<file path="src/rtl/spike_pkg.sv">
// Shared definitions for the spike collector: channel FSM states,
// default counter width and the winner-index width helper.
package spike_pkg;

    typedef enum logic {
        IDLE  = 1'b0,
        ACKED = 1'b1
    } rx_state_t;

    localparam int DEFAULT_CNT_W = 8;

    // Width of an index into n channels; never narrower than one bit.
    function automatic int idx_width(input int n);
        return (n > 1) ? $clog2(n) : 1;
    endfunction

endpackage

</file>
<file path="src/rtl/spike_rx_channel.sv">
// One output-neuron receiver: synchronises the asynchronous request,
// closes the four-phase handshake and counts one spike per handshake
// into a saturating counter with a sticky saturation flag.
module spike_rx_channel
    import spike_pkg::*;
#(
    parameter int CNT_W       = DEFAULT_CNT_W,
    parameter int SYNC_STAGES = 2
) (
    input  logic             clk,
    input  logic             rst,
    input  logic             req,
    input  logic             clear,
    output logic             ack,
    output logic [CNT_W-1:0] count,
    output logic             sat
);

    localparam logic [CNT_W-1:0] CNT_MAX = {CNT_W{1'b1}};

    logic [SYNC_STAGES-1:0] sync_q;
    logic                   req_seen;
    logic                   take_spike;
    rx_state_t              state;

    assign req_seen   = sync_q[SYNC_STAGES-1];
    assign take_spike = (state == IDLE) && req_seen;

    // Multi-flop synchroniser bringing the asynchronous request into the clock domain.
    always_ff @(posedge clk) begin
        if (rst) begin
            sync_q <= '0;
        end else begin
            sync_q <= {sync_q[SYNC_STAGES-2:0], req};
        end
    end

    // Handshake FSM plus counter: a spike is taken on the IDLE->ACKED edge; a clear
    // arriving on that same edge opens the new window with this spike already in it.
    always_ff @(posedge clk) begin
        if (rst) begin
            state <= IDLE;
            ack   <= 1'b0;
            count <= '0;
            sat   <= 1'b0;
        end else begin
            case (state)
                IDLE: begin
                    if (req_seen) begin
                        state <= ACKED;
                        ack   <= 1'b1;
                    end
                end
                ACKED: begin
                    if (!req_seen) begin
                        state <= IDLE;
                        ack   <= 1'b0;
                    end
                end
                default: begin
                    state <= IDLE;
                    ack   <= 1'b0;
                end
            endcase

            if (clear) begin
                count <= take_spike ? CNT_W'(1) : '0;
                sat   <= 1'b0;
            end else if (take_spike) begin
                if (count == CNT_MAX) begin
                    sat <= 1'b1;
                end else begin
                    count <= count + CNT_W'(1);
                end
            end
        end
    end

endmodule

</file>
<file path="src/rtl/spike_collector.sv">
// Output-layer spike collector: one handshake receiver per neuron plus
// registered winner (argmax, lowest index on ties) and tie detection.
module spike_collector
    import spike_pkg::*;
#(
    parameter int NEURON_OUT  = 2,
    parameter int CNT_W       = DEFAULT_CNT_W,
    parameter int SYNC_STAGES = 2,
    parameter int IDX_W       = idx_width(NEURON_OUT)
) (
    input  logic                        clk,
    input  logic                        rst,
    input  logic [NEURON_OUT-1:0]       req_in,
    output logic [NEURON_OUT-1:0]       ack_in,
    input  logic                        clear,
    output logic [NEURON_OUT*CNT_W-1:0] count,
    output logic [NEURON_OUT-1:0]       sat,
    output logic [IDX_W-1:0]            winner,
    output logic                        winner_valid,
    output logic                        tie
);

    logic [CNT_W-1:0] ch_count [NEURON_OUT];
    logic [CNT_W-1:0] best_count;
    logic [IDX_W-1:0] best_idx;
    int               n_at_max;

    for (genvar g = 0; g < NEURON_OUT; g++) begin : g_ch
        spike_rx_channel #(
            .CNT_W       (CNT_W),
            .SYNC_STAGES (SYNC_STAGES)
        ) u_rx (
            .clk   (clk),
            .rst   (rst),
            .req   (req_in[g]),
            .clear (clear),
            .ack   (ack_in[g]),
            .count (ch_count[g]),
            .sat   (sat[g])
        );
        assign count[g*CNT_W +: CNT_W] = ch_count[g];
    end

    // Argmax over the counters; strict compare keeps the lowest index on equal counts.
    always_comb begin
        best_count = '0;
        best_idx   = '0;
        n_at_max   = 0;
        for (int i = 0; i < NEURON_OUT; i++) begin
            if (ch_count[i] > best_count) begin
                best_count = ch_count[i];
                best_idx   = IDX_W'(i);
            end
        end
        for (int i = 0; i < NEURON_OUT; i++) begin
            if (ch_count[i] == best_count) begin
                n_at_max = n_at_max + 1;
            end
        end
    end

    // Register the classification result so it trails the counters by one cycle.
    always_ff @(posedge clk) begin
        if (rst) begin
            winner       <= '0;
            winner_valid <= 1'b0;
            tie          <= 1'b0;
        end else begin
            winner       <= best_idx;
            winner_valid <= (best_count != '0);
            tie          <= (best_count != '0) && (n_at_max >= 2);
        end
    end

endmodule

</file>
<file path="config.mk">
export PLATFORM = sky130hd
export DESIGN_NAME = spike_collector
export DESIGN_NICKNAME = d
export VERILOG_FILES = /design/src/rtl/spike_pkg.sv /design/src/rtl/spike_rx_channel.sv /design/src/rtl/spike_collector.sv
export SDC_FILE = /design/constraint.sdc
export NUM_CORES = 1
export LEC_CHECK = 0
export CAP_MARGIN = 25
export CORE_UTILIZATION = 55
export DETAILED_ROUTE_END_ITERATION = 10
export PLACE_DENSITY = 0.84
export SLEW_MARGIN = 30
export SYNTH_ARGS = -nofsm -noshare
export SYNTH_HDL_FRONTEND = slang
export SYNTH_SLANG_ARGS = --single-unit
</file>
<file path="constraint.sdc">
create_clock -name clk -period 3.7 [get_ports clk]
set_input_delay 0.74 -clock clk [delete_from_list [all_inputs] [get_ports clk]]
set_output_delay 0.74 -clock clk [all_outputs]
set_load 0.01 [all_outputs]
</file>
* Word level (Yosys, flattened, before mapping)
Index checks and enable logic that the tools add are counted.
** Storage, ports and cells
- Register bits :: 29
- Output and inout bits :: 23
** Cells by class
- Muxes and demuxes :: 21
- Eq/ne operators :: 10
- Reductions and logical operators :: 13
- $add $sub $neg :: 3
- Bitwise logic cells :: 2
- Order comparisons :: 3
** Operators with widths (count)
- $mux 8 :: 8
- $add 32x2->32 const B :: 1
- $ge 32x3->1 const B :: 1
- $mux 32 :: 1
- $add 8x1->8 const B :: 2
- $eq 8x8->1 :: 2
- $eq 8x8->1 const B :: 2
- $reduce_and 2->1 :: 6
- $mux 1 :: 10
- $gt 8x1->1 const B :: 1
- $gt 8x8->1 :: 1
- $ne 2x2->1 const B :: 4
- $reduce_bool 8->1 :: 1
- $ne 2x1->1 const B :: 2
- $pmux 1 s2 :: 2
- $reduce_bool 2->1 :: 2
- $logic_and 1x1->1 :: 3
- $not 1->1 :: 2
- $reduce_or 2->1 :: 1

* Longest topological paths before layout
- Word-level depth :: 10
- Depth in mapped cells :: 9
- Depth with buffers taken out :: 9

* Modules after synthesis
Synthesis repeated with hierarchy kept, for this count alone.
** Second synthesis, totals
- Cell total of the unflattened synthesis :: 181
- Area total of the unflattened synthesis :: 1667.8 um^2
** By module, submodules not included
- spike_rx_channel at g_ch[1].u_rx :: cells each 66, seq. area each 260.2 um^2, instances 1, area an instance 619.3 um^2
- spike_rx_channel at g_ch[0].u_rx :: cells each 65, seq. area each 260.2 um^2, instances 1, area an instance 610.6 um^2
- spike_collector :: cells each 50, seq. area each 60.1 um^2, instances 1, area an instance 437.9 um^2

* Worst setup path before layout
No wires, ideal clock.
- Kind :: reg-to-reg
- Start point :: reg g_ch[0].u_rx.count[0]
- End point :: reg tie
- Cell stages (with the launch flop) :: 10
- Data required time :: 3.614 ns
- Data arrival time :: 2.090 ns
- Setup time :: 0.086 ns
- Setup slack :: 1.524 ns
- Clock period less this slack :: 2.176 ns
- Path through :: dfxtp_1 > inv_1 > ha_1 > a41o_1 > ha_1 > nor2b_1 > o211ai_1 > a211o_1 > a21bo_2 > a211oi_1
** Between the ends
- Cells in the longest elaborated chain, start to end :: 10
** Ends and longest elaborated chain
- start, declared :: RTL line spike_rx_channel.sv:15 : output logic [CNT_W-1:0] count,
- start signal, assigned :: RTL line spike_rx_channel.sv:67 : count <= take_spike ? CNT_W'(1) : '0;
- start signal, assigned :: RTL line spike_rx_channel.sv:73 : count <= count + CNT_W'(1);
- $gt 8x1->1 :: RTL line spike_collector.sv:50 : if (ch_count[i] > best_count) begin
- $mux 8 :: RTL line spike_collector.sv:50
- $gt 8x8->1 :: RTL line spike_collector.sv:50
- $mux 8 :: RTL line spike_collector.sv:50
- $eq 8x8->1 :: RTL line spike_collector.sv:56 : if (ch_count[i] == best_count) begin
- $mux 1 :: RTL line spike_collector.sv:56
- $add 32x2->32 :: RTL line spike_collector.sv:57 : n_at_max = n_at_max + 1;
- $mux 32 :: RTL line spike_collector.sv:56
- $ge 32x3->1 :: RTL line spike_collector.sv:71 : tie <= (best_count != '0) && (n_at_max >= 2);
- $logic_and 1x1->1 (*) :: RTL line spike_collector.sv:71
- end signal, assigned :: RTL line spike_collector.sv:71
- end, declared :: RTL line spike_collector.sv:20 : output logic tie
Every way passes the cells marked *; elsewhere a longest branch is shown, timed or not.
A chain may end at the register's enable or synchronous reset.

* Worst setup path after layout
Ends and elaborated chain as after synthesis.

==> summary.md <==
| Metric | Value |
|---|---|
| Ys Warns | `0` |
| Internal power | `0.425 mW` |
| Placed Area | `1800 um2` |
| Leakage | `0.656 nW` |
| P&R area growth vs syn | `19.0%` |
| CP Capture Type | `flip-flop` |
| DPL Wire Length | `2.53 mm` |
| Clock skew | `0.00298 ns` |
| DIE AREA | `3050 um2` |
| WS Path Type | `flip-flop to flip-flop` |
| First-pass DRT Iterations | `4` |
| Post-CTS Setup Repair Bufs | `0` |
| Vias | `1,398` |
| Initial Util | `60.8%` |
| GR Overflow Total | `0` |
| Clk buf depth | `2` |
| Final setup TNS | `0 ns` |
| Yosys cell types | `35` |
| Combinational power share | `6.6%` |
| Share of total power in the clock network | `35.0%` |
| Synth area leaders | `dfxtp_1 37%, ha_1 10%, xnor2_1 7.9%` |
| Max frequency | `0.427 GHz` |
| H-tree depth | `2` |
| Count leader, synth | `nor2_1` |
| Vias per cell | `5.85` |
| Post-synth top area share | `37.2%` |
| Final Hold Fails | `0` |
| Seq pwr share | `58.3%` |
| Fin crit period | `2.34 ns` |
| Die W | `55.3 um` |
| Die span in y | `55.3 um` |
| # rows | `18` |
| Required @ worst endpoint | `3.95 ns` |
| Design Power | `0.551 mW` |
| Main flop type after synthesis | `dfxtp_1` |
| Final setup viols | `0` |
| Synthesized netlist cell count | `187` |
| Mapped Nets | `205` |
| Crit share post-route | `63.4%` |
| Worst Tran Pin Value | `0.486 ns` |
| DRC | `0` |
| CTS Hold Buffers Added | `0` |
| Total Nets Final | `227` |
| Pins Over Slew Limit | `0` |
| WL/cell | `14.4 um` |
| Register area share after synthesis | `37.2%` |
| Net Sw Power | `0.126 mW` |
| Vias in the first global route | `1,249` |
| # diodes | `0` |
| Largest area contributor in the netlist | `dfxtp_1` |
| Status | `complete, no violations` |
| Max-Cap Viols | `0` |
| Clock Latency Late Sink | `0.32 ns` |
| First DRT Iteration DRCs | `59` |
| Layout cells sized above 1 | `5.74%` |
| Post-route cell area | `1860 um2` |
| Startpoint class of the critical path | `flip-flop` |
| Max Fanout on Critical Path | `9` |
| Pwr dens | `297 nW/um2` |
| Placer's final routability congestion estimate | `0.882` |
| Register bit total from synthesis | `29` |
| CTS tree | `done` |
| Number of antenna violations at the first check in global routing | `0` |
| Core Footprint | `2570 um2` |
| Reg clk slew, reported paths | `0.09 ns` |
| First-pass GRT wire length | `5.71 mm` |
| Total Routing Usage GR | `24.1%` |
| Cts repair resizes | `0` |
| Clock sink count | `29` |
| RSZ-0062 raised after global routing | `no` |
| Total Wirelength | `3.43 mm` |
| Port buffer count | `27` |
| Worst min-delay path category | `flip-flop to flip-flop` |
| CTS Root Cell | `clkbuf_4` |
| I/O pin count | `28` |
| Syn Area/Cell | `8.34 um2` |
| Post-synth ARST share | `0%` |
| Area of the mapped netlist | `1560 um2` |
| Pin count of the biggest net entering global routing | `17` |
| Post-route ant nets | `0` |
| Number of flops mapped to enable cells by yosys | `0` |
| CTS Buf Count | `5` |
| Crit path arrival time | `2.59 ns` |
| Worst VDD drop | `0.287 mV` |
| Relative slew slack | `67.5%` |
| Synth cell count leaders | `32 x nor2_1, 29 x dfxtp_1, 14 x inv_1, 14 x xnor2_1, 13 x ha_1` |
| Net Sw Frac | `22.8%` |
power by group through the flow:
stage	combinational, mW	sequential, mW	clock, mW
floorplan	0.0227	0.329	0
global placement	0.0350	0.328	0
detailed placement	0.0362	0.329	0
CTS	0.0364	0.321	0.196
global route	0.0405	0.322	0.208
finish	0.0366	0.321	0.193
flip-flops by register name, summed over array words and instances (netlist names):
name	count
tie	1
g_ch.u_rx.ack	2
g_ch.u_rx.sync_q	4
winner_valid	1
g_ch.u_rx.count	16
g_ch.u_rx.sat	2
g_ch.u_rx.state	2
winner	1
final cells by class:
| type | count | area (um2) |
|---|---|---|
| well taps | 30 | 37.5 |
| flip-flops and latches | 29 | 581 |
| fillers | 215 | 711 |
| multi-input cells | 131 | 857 |
| inverters | 15 | 56.3 |
| clock buffers | 7 | 55.1 |
| repair buffers | 27 | 270 |
kinds of logic (layout without fill, tap and decap cells):
group | Yosys count | in the layout | synth area share, %
buffers and inverters | 27 | 49 | 7.86
and+or+nand+nor | 69 | 69 | 21.7
xor gates and xnor gates | 16 | 16 | 8.98
muxes | 2 | 2 | 1.28
AOI/OAI and AO/OA | 31 | 31 | 12.6
adders and majority gates | 13 | 13 | 10.4
DFF | 29 | 29 | 37.2
layout by cell type, fill, tap and decap left out, drive strengths merged, types with 4 or more instances in the layout:
master / Yosys / routed
ha: 13 / 13
clkdlybuf4s50: 0 / 27
nor2b: 7 / 7
inv: 15 / 15
clkbuf: 4 / 7
a21oi: 10 / 10
nand2: 5 / 5
nor2: 32 / 32
nand3: 8 / 8
xnor2: 14 / 14
o21ai: 9 / 9
nand4: 7 / 7
dfxtp: 29 / 29
nor4: 4 / 4
through the flow:
| step | setup WS (ns) | utilization [%] | std cells | hold slack (ns) |
|---|---|---|---|---|
| final | 1.36 | 72.3 | 239 | 0.460 |
| after global routing | 1.26 | 72.3 | 239 | 0.473 |
| after CTS | 1.39 | 72.3 | 239 | 0.461 |
| after detailed placement | 1.42 | 70.2 | 232 | 0.441 |
| after global placement | 1.51 | 70.2 | 232 | 0.435 |
| after floorplan | 1.52 | - | 187 | 0.414 |
worst paths after layout:
path | to | from | depth (start not counted) | slack [ns]
setup / recovery | tie | g_ch[0].u_rx.count[0] | 9 | 1.36
setup reg to reg | tie | g_ch[0].u_rx.count[0] | 9 | 1.36
hold reg to reg | g_ch[1].u_rx.sync_q[1] | g_ch[1].u_rx.sync_q[0] | 1 | 0.46
hold / removal | g_ch[1].u_rx.sync_q[1] | g_ch[1].u_rx.sync_q[0] | 1 | 0.46
routing by layer:
| layer | vias up | share of wire (%) | track usage, % |
|---|---|---|---|
| met5 | - | 0 | 0 |
| met4 | 0 | 2.7 | 13.2 |
| met3 | 15 | 5.6 | 7.26 |
| met2 | 53 | 47 | 38.9 |
| met1 | 652 | 45 | 28.4 |
| li1 | 678 | - | - |
worst max-delay path, stage by stage (launching register included):
cell and delay [ns]:
dfxtp_1 0.51, inv_1 0.12, ha_1 0.22, a41o_1 0.19, ha_1 0.28, nor2b_1 0.15, o211ai_1 0.09, a211o_1 0.30
a21bo_2 0.23, a211oi_1 0.18
No activity file was read; power rests on OpenSTA's default activity.
